<file path="config.mk">
export PLATFORM = sky130hd
export DESIGN_NAME = s_type_store_buffer
export DESIGN_NICKNAME = d
export VERILOG_FILES = /design/src/rtl/riscv_mem_pkg.sv /design/src/rtl/store_fifo.sv /design/src/rtl/s_type_store_buffer.sv
export SDC_FILE = /design/constraint.sdc
export NUM_CORES = 1
export LEC_CHECK = 0
export BUFFER_PORTS_ARGS = -buffer_cell sky130_fd_sc_hd__buf_2
export CAP_MARGIN = 15
export CORE_MARGIN = 1
export CORE_UTILIZATION = 53
export CTS_CLUSTER_SIZE = 24
export DETAILED_ROUTE_END_ITERATION = 16
export PLACE_DENSITY = 0.79
export SLEW_MARGIN = 15
export SYNTH_ARGS = -nofsm -noshare
export SYNTH_HDL_FRONTEND = slang
export SYNTH_HIERARCHICAL = 1
export SYNTH_SLANG_ARGS = --single-unit
</file>
<file path="constraint.sdc">
create_clock -name clk -period 2.1 [get_ports clk]
set_input_delay 0.21 -clock clk [delete_from_list [all_inputs] [get_ports clk]]
set_output_delay 0.21 -clock clk [all_outputs]
set_load 0.005 [all_outputs]
</file>
<file path="src/rtl/riscv_mem_pkg.sv">
// Shared memory-path definitions: store func3 encodings, store error codes,
// the store-queue entry layout and the store-buffer FSM states.
package riscv_mem_pkg;

  // func3 encodings shared by the store formatter and the load extractor
  localparam logic [2:0] F3_SB = 3'b000;
  localparam logic [2:0] F3_SH = 3'b001;
  localparam logic [2:0] F3_SW = 3'b010;

  // store error causes
  localparam logic [1:0] ERR_NONE     = 2'b00;
  localparam logic [1:0] ERR_MISALIGN = 2'b01;
  localparam logic [1:0] ERR_ILLEGAL  = 2'b10;

  // one queued store: word address, lane-replicated data, byte strobes
  typedef struct packed {
    logic [29:0] addr;
    logic [31:0] wdata;
    logic [3:0]  wstrb;
  } store_entry_t;

  typedef enum logic [1:0] {
    SB_IDLE  = 2'b00,
    SB_DRAIN = 2'b01,
    SB_DONE  = 2'b10
  } sb_state_t;

  // True when a queued store writes at least one byte the load may read.
  function automatic logic entry_hits_word(input store_entry_t e,
                                           input logic [29:0]  word_addr,
                                           input logic [3:0]   load_strb);
    return (e.addr == word_addr) && ((e.wstrb & load_strb) != 4'b0000);
  endfunction

endpackage

</file>
<file path="src/rtl/store_fifo.sv">
// Register FIFO for formatted stores. Exposes the head entry (zero when
// empty), the occupancy and every slot with its valid bit so the parent can
// compare all queued stores against an in-flight load.
module store_fifo
  import riscv_mem_pkg::*;
#(
  parameter int DEPTH = 4,
  localparam int CW   = $clog2(DEPTH + 1),
  localparam int PW   = $clog2(DEPTH)
) (
  input  logic             clk,
  input  logic             rst_n,
  input  logic             push,
  input  store_entry_t     push_entry,
  input  logic             pop,
  output store_entry_t     head,
  output logic             empty,
  output logic [CW-1:0]    count,
  output logic [DEPTH-1:0] entry_valid,
  output store_entry_t     entries [DEPTH]
);

  store_entry_t     mem_r [DEPTH];
  logic [PW-1:0]    wr_ptr_r;
  logic [PW-1:0]    rd_ptr_r;
  logic [CW-1:0]    count_r;
  logic [DEPTH-1:0] valid_r;
  logic             do_push_s;
  logic             do_pop_s;
  logic [DEPTH-1:0] push_mask_s;
  logic [DEPTH-1:0] pop_mask_s;

  // Gate push/pop on full/empty so pointers and valid bits never corrupt.
  always_comb begin
    do_push_s   = push & (count_r != CW'(DEPTH));
    do_pop_s    = pop & (count_r != {CW{1'b0}});
    push_mask_s = do_push_s ? ({{(DEPTH-1){1'b0}}, 1'b1} << wr_ptr_r) : {DEPTH{1'b0}};
    pop_mask_s  = do_pop_s  ? ({{(DEPTH-1){1'b0}}, 1'b1} << rd_ptr_r) : {DEPTH{1'b0}};
  end

  // Storage, pointers, occupancy and per-slot valid bits.
  always_ff @(posedge clk or negedge rst_n) begin
    if (!rst_n) begin
      wr_ptr_r <= {PW{1'b0}};
      rd_ptr_r <= {PW{1'b0}};
      count_r  <= {CW{1'b0}};
      valid_r  <= {DEPTH{1'b0}};
      for (int i = 0; i < DEPTH; i++) begin
        mem_r[i] <= {$bits(store_entry_t){1'b0}};
      end
    end else begin
      if (do_push_s) begin
        mem_r[wr_ptr_r] <= push_entry;
        wr_ptr_r        <= wr_ptr_r + PW'(1);
      end
      if (do_pop_s) begin
        rd_ptr_r <= rd_ptr_r + PW'(1);
      end
      valid_r <= (valid_r | push_mask_s) & ~pop_mask_s;
      case ({do_push_s, do_pop_s})
        2'b10:   count_r <= count_r + CW'(1);
        2'b01:   count_r <= count_r - CW'(1);
        default: count_r <= count_r;
      endcase
    end
  end

  // Head entry straight from storage; forced to zero while the queue is empty.
  always_comb begin
    if (count_r == {CW{1'b0}}) begin
      head = {$bits(store_entry_t){1'b0}};
    end else begin
      head = mem_r[rd_ptr_r];
    end
  end

  // Export every slot for the load-hazard compare.
  always_comb begin
    for (int i = 0; i < DEPTH; i++) begin
      entries[i] = mem_r[i];
    end
  end

  assign empty       = (count_r == {CW{1'b0}});
  assign count       = count_r;
  assign entry_valid = valid_r;

endmodule

</file>
<file path="src/rtl/s_type_store_buffer.sv">
// Store buffer: formats SB/SH/SW into word-aligned strobed writes, rejects
// illegal/misaligned requests, queues legal ones and drains them to memory
// over valid/ready. A fence drains the queue and acknowledges with a pulse;
// load_hazard flags any queued store to the word of an in-flight load.
module s_type_store_buffer
  import riscv_mem_pkg::*;
#(
  parameter int DEPTH = 4
) (
  input  logic        clk,
  input  logic        rst_n,
  input  logic        req_valid,
  output logic        req_ready,
  input  logic [2:0]  func3,
  input  logic [31:0] address,
  input  logic [31:0] rs2_data,
  input  logic        fence_valid,
  output logic        fence_done,
  input  logic [31:0] load_addr,
  output logic        load_hazard,
  output logic        store_err,
  output logic [1:0]  err_cause,
  output logic [31:0] err_addr,
  output logic        mem_valid,
  input  logic        mem_ready,
  output logic [31:0] mem_addr,
  output logic [31:0] mem_wdata,
  output logic [3:0]  mem_wstrb,
  output logic        empty
);

  localparam int         CW        = $clog2(DEPTH + 1);
  // loads are not size-qualified here, so assume they read the whole word
  localparam logic [3:0] LOAD_STRB = 4'b1111;

  logic [1:0]       off_s;
  logic [3:0]       fmt_strb_s;
  logic [31:0]      fmt_wdata_s;
  logic             fmt_illegal_s;
  logic             fmt_misalign_s;
  logic             accept_s;
  logic             push_s;
  logic             reject_s;
  logic             pop_s;
  store_entry_t     push_entry_s;
  store_entry_t     head_s;
  logic             fifo_empty_s;
  logic [CW-1:0]    count_s;
  logic [DEPTH-1:0] entry_valid_s;
  store_entry_t     entries_s [DEPTH];
  logic             hazard_s;
  logic             load_addr_unused_s;

  sb_state_t        state_r;
  logic             fence_done_r;
  logic             store_err_r;
  logic [1:0]       err_cause_r;
  logic [31:0]      err_addr_r;

  assign off_s = address[1:0];

  // Lane placement, data replication and legality of the incoming store.
  always_comb begin
    fmt_strb_s     = 4'b0000;
    fmt_wdata_s    = 32'h0000_0000;
    fmt_illegal_s  = 1'b0;
    fmt_misalign_s = 1'b0;
    case (func3)
      F3_SB: begin
        fmt_strb_s  = 4'b0001 << off_s;
        fmt_wdata_s = {4{rs2_data[7:0]}};
      end
      F3_SH: begin
        fmt_strb_s     = 4'b0011 << off_s;
        fmt_wdata_s    = {2{rs2_data[15:0]}};
        fmt_misalign_s = off_s[0];
      end
      F3_SW: begin
        fmt_strb_s     = 4'b1111;
        fmt_wdata_s    = rs2_data;
        fmt_misalign_s = (off_s != 2'b00);
      end
      default: begin
        fmt_illegal_s = 1'b1;
      end
    endcase
  end

  // No full-bypass: a full queue refuses even if it pops this cycle.
  assign req_ready = (state_r == SB_IDLE) && (count_s != CW'(DEPTH));
  assign accept_s  = req_valid & req_ready;
  assign reject_s  = accept_s & (fmt_illegal_s | fmt_misalign_s);
  assign push_s    = accept_s & ~fmt_illegal_s & ~fmt_misalign_s;
  assign pop_s     = ~fifo_empty_s & mem_ready;

  assign push_entry_s.addr  = address[31:2];
  assign push_entry_s.wdata = fmt_wdata_s;
  assign push_entry_s.wstrb = fmt_strb_s;

  store_fifo #(
    .DEPTH(DEPTH)
  ) u_store_fifo (
    .clk        (clk),
    .rst_n      (rst_n),
    .push       (push_s),
    .push_entry (push_entry_s),
    .pop        (pop_s),
    .head       (head_s),
    .empty      (fifo_empty_s),
    .count      (count_s),
    .entry_valid(entry_valid_s),
    .entries    (entries_s)
  );

  assign mem_valid = ~fifo_empty_s;
  assign mem_addr  = {head_s.addr, 2'b00};
  assign mem_wdata = head_s.wdata;
  assign mem_wstrb = head_s.wstrb;
  assign empty     = fifo_empty_s;

  // Rejected request: pulse store_err and latch cause/address until the next one.
  always_ff @(posedge clk or negedge rst_n) begin
    if (!rst_n) begin
      store_err_r <= 1'b0;
      err_cause_r <= ERR_NONE;
      err_addr_r  <= 32'h0000_0000;
    end else if (reject_s) begin
      store_err_r <= 1'b1;
      err_cause_r <= fmt_illegal_s ? ERR_ILLEGAL : ERR_MISALIGN;
      err_addr_r  <= address;
    end else begin
      store_err_r <= 1'b0;
    end
  end

  // Fence sequencer: block new stores, wait for an empty queue, pulse done.
  always_ff @(posedge clk or negedge rst_n) begin
    if (!rst_n) begin
      state_r      <= SB_IDLE;
      fence_done_r <= 1'b0;
    end else begin
      case (state_r)
        SB_IDLE: begin
          fence_done_r <= 1'b0;
          if (fence_valid) begin
            state_r <= SB_DRAIN;
          end else begin
            state_r <= SB_IDLE;
          end
        end
        SB_DRAIN: begin
          if (count_s == {CW{1'b0}}) begin
            state_r      <= SB_DONE;
            fence_done_r <= 1'b1;
          end else begin
            state_r      <= SB_DRAIN;
            fence_done_r <= 1'b0;
          end
        end
        SB_DONE: begin
          state_r      <= SB_IDLE;
          fence_done_r <= 1'b0;
        end
        default: begin
          state_r      <= SB_IDLE;
          fence_done_r <= 1'b0;
        end
      endcase
    end
  end

  // Any valid entry (including one popping now) to the load's word is a hazard.
  always_comb begin
    hazard_s = 1'b0;
    for (int i = 0; i < DEPTH; i++) begin
      hazard_s = hazard_s |
                 (entry_valid_s[i] & entry_hits_word(entries_s[i], load_addr[31:2], LOAD_STRB));
    end
  end

  // byte offset of the load does not matter with a whole-word load strobe
  assign load_addr_unused_s = ^load_addr[1:0];

  assign load_hazard = hazard_s;
  assign fence_done  = fence_done_r;
  assign store_err   = store_err_r;
  assign err_cause   = err_cause_r;
  assign err_addr    = err_addr_r;

endmodule

</file>
==> summary.md <==
| Metric | Value |
|---|---|
| Pins Over Slew Limit | `0` |
| Synth unique cells | `around 40` |
| Worst reg2reg path endpoint | `u_store_fifo/entries[111]$_DFFE_PN0P_` |
| Final wirelength | `approximately 53 mm` |
| Cells after synthesis | `1147` |
| Max Fclk | `between 300 and 400 MHz` |
| Register Area | `7816 sq um` |
| CTS Sinks | `roughly 310` |
| Worst Hold Depth | `2` |
| Chip Width | `between 150 and 200 um` |
| Worst Tran Pin Value | `589.7 ps` |
| Final instance area | `approximately 22000 sq um` |
| Clock latency on the worst-skew pair | `530 ps` |
| Post-synth top area share | `0.4878` |
| Die Area | `30900 sq um` |
| Critical Path End Type | `output port` |
| Pre-antenna DRT Iters | `5` |
| Buffers on Ports | `207` |
| DR WL/cell | `28.62 um` |
| Dpl ws | `about 2.4 ps` |
| Area Growth Syn to Fin | `34.71%` |
| CTS Buffer Depth | `3` |
| Total global-route track usage | `0.2720` |
| Total power | `approximately 27000 uW` |
| Failing checks | `negative setup slack` |
| Max-slew headroom | `0.6033` |
| Setup TNS | `-22140 ps` |
| CP Launch Type | `flop` |
| Remaining DRCs | `0` |
| Global-route wire length before repair | `64.06 mm` |
| Hold Path End | `u_store_fifo/entries[188]$_DFFE_PN0P_` |
| CTS Buf Count | `35` |
| Most common cell after layout, fill and taps aside | `dfrtp_1` |
| Period utilization | `1.226` |
| CTS tree | `built` |
| H-tree Lvls | `2` |
| Synth Cell Area | `16010 sq um` |
| DP Area | `around 18000 sq um` |
| Power density cells | `around 1300 nW/um^2` |
| Most frequent cells in the layout | `dfrtp_1 (307), mux2_4 (266), buf_2 (203)` |
| Clk root buf | `clkbuf_16` |
| Vias in the first global route | `between 10k and 15k` |
| Vias per Instance | `between 6 and 7` |
| Layout cells sized above 1 | `0.5599` |
| DP HPWL | `28.67 mm` |
| Layout net count | `1553` |
| Initial Util | `0.5400` |
| P_leak | `between 0.009 and 0.01 uW` |
| Reg2Reg Depth | `10` |
| Setup violators final | `between 200 and 300` |
| Worst hold start | `address[22]` |
| Setup CP Type | `flop to output port` |
| Initial antenna violation count | `4` |
| Final std cells w/o fill | `1855` |
| RR Startpoint | `u_store_fifo/count[0]$_DFFE_PN0P_` |
| Final clock skew | `25.55 ps` |
| Rows | `63` |
| Maximum fanout along the worst path | `3` |
| Synth area leaders | `dfrtp_1 (49%), mux2_2 (19%), mux4_2 (9.3%)` |
| R2R setup slack | `-120 ps` |
| Avg Inst Size Synth | `around 14 sq um` |
| Worst-path clk slew | `~60 ps` |
| Largest net degree at the start of global routing | `83` |
| Largest area contributor in the netlist | `dfrtp_1` |
| Critical path required time | `approximately 1900 ps` |
| Fill cells | `1674` |
| Total I/O pin count | `roughly 210` |
| Synth Register Bits | `roughly 310` |
| RSZ-0062 raised after global routing | `true` |
| Status | `finished, violations left` |
| Die Span Y | `between 150 and 200 um` |
| Total number of vias | `between 10k and 15k` |
| Maxcap violations | `0` |
| Drt initial violations | `1056` |
| Seq/Total Area, Yosys | `0.4878` |
| Synthesis Warnings | `6` |
| Tmin final | `roughly 2600 ps` |
| Final Hold Viols | `0` |
| Maximum vdd drop | `0.0006521 V` |
| Multi-input gate area | `about 9100 sq um` |
| GPL Wtd Cong | `around 0.94` |
| Fin worst setup slack | `-474.9 ps` |
| Inst Count DP | `about 1.7k` |
| Post-route ant nets | `0` |
| Core area | `between 20000 and 30000 sq um` |
| Arr. time, crit path | `2360 ps` |
| Total grt overflow | `0` |
| Hold Path Class | `input pin to flop` |
-- worst max path at each step --
stage,startpoint,to,slack (ps),cells past startpoint
final,u_store_fifo/entries[182]$_DFFE_PN0P_,load_hazard,-470,6
after global routing,u_store_fifo/entries[131]$_DFFE_PN0P_,load_hazard,-470,6
after detailed placement,u_store_fifo/count[0]$_DFFE_PN0P_,u_store_fifo/count[1]$_DFFE_PN0P_,2,9
after global placement,u_store_fifo/count[0]$_DFFE_PN0P_,u_store_fifo/entries[250]$_DFFE_PN0P_,70,8
after floorplan,u_store_fifo/count[1]$_DFFE_PN0P_,u_store_fifo/count[1]$_DFFE_PN0P_,20,9
after CTS,u_store_fifo/entries[183]$_DFFE_PN0P_,load_hazard,-210,6
-- metrics by stage --
| stage | hold slack (ps) | utilization |
|---|---|---|
| after CTS | 0.5946 | 0.6517 |
| after global placement | 195.0 | 0.6007 |
| after global routing | 17.00 | 0.7272 |
| after floorplan | -85.59 | - |
| final | 17.57 | 0.7275 |
| after detailed placement | 193.2 | 0.6007 |
-- cell families (layout without fill, tap and decap cells) --
kind of cell             count (synthesis)  count (layout)  share of synthesized area
AO/OA/AOI/OAI                           40              40                    0.01610
XOR/XNOR                               126             126                    0.06895
adder cells (fa/ha/maj)                 10              10                   0.008287
buffers and inverters                   93             406                    0.03619
flip-flops                             312             312                     0.4878
multiplexers                           374             374                     0.3155
other                                    1               6                  0.0002343
AND/OR/NAND/NOR                        191             191                    0.06692
-- critical path, stage by stage (launching register included) --
cell     delay, ps
dfrtp_1        410
xnor2_1        230
nand4_1        260
nor4_1         440
nand4_1        160
nand4_1        190
buf_2          140
-- sequential cells by signal, indices dropped and copies added, names as in the netlist --
register and cells:
u_store_fifo/entries 264, err_addr 32, u_store_fifo/entry_valid 4, u_store_fifo/count 3, err_cause 2, u_store_fifo/rd_ptr_r 2, u_store_fifo/wr_ptr_r 2, fence_done 1
state_r 1, store_err 1
-- timing repair --
action / in CTS / in global routing
gates resized for setup: 31 / 360
endpoints found under the setup margin: 70 / 331
pin swaps: 8 / 19
hold buffers: 20 / 0
cloned: 0 / 30
hold endpoints to repair: 109 / 0
buffers inserted: 3 / 16
-- final cells by class --
cell class | count | area share
clock buffers | 52 | 0.04735
flip-flops and latches | 312 | 0.3625
multi-input cells | 743 | 0.4199
well taps | 390 | 0.02263
clock inverters | 7 | 0.003656
inverters | 9 | 0.001567
repair buffers | 338 | 0.1419
diodes | 4 | 0.0004643
-- Yosys cell counts --
cell	n
a211oi_1	1
a211oi_2	1
a21oi_1	21
a22oi_1	7
a2bb2oi_1	4
and2_1	8
and2b_1	2
and3_1	1
and3b_1	1
buf_1	1
buf_12	2
buf_2	23
buf_4	6
buf_6	18
buf_8	1
clkbuf_1	33
clkinv_1	1
conb_1	1
dfrtp_1	312
fa_1	1
ha_1	9
inv_1	8
mux2_2	276
mux2_4	27
mux2i_1	5
mux4_2	66
nand2_1	20
nand2b_1	1
nand4_1	31
nor2_1	39
nor2b_1	71
nor3_1	3
nor3_4	1
nor3b_4	1
nor4_1	12
o21a_1	2
o21ai_0	1
o21bai_1	1
o41ai_1	2
xnor2_1	109
xor2_1	17
-- per-layer routing --
layer  GRT usage  up-vias  share of wire
met5           0        -        0.00026
met4     0.09529        2          0.060
met3     0.05563      212          0.090
met2      0.4412      769           0.47
met1      0.3640     6133           0.38
li1            -     4672              -
-- power breakdown --
part / internal, uW / switching, uW
registers: 7890 / 1710
logic: 6650 / 4800
clock network: 3490 / 2530
Power figures use the tool's default switching activity.
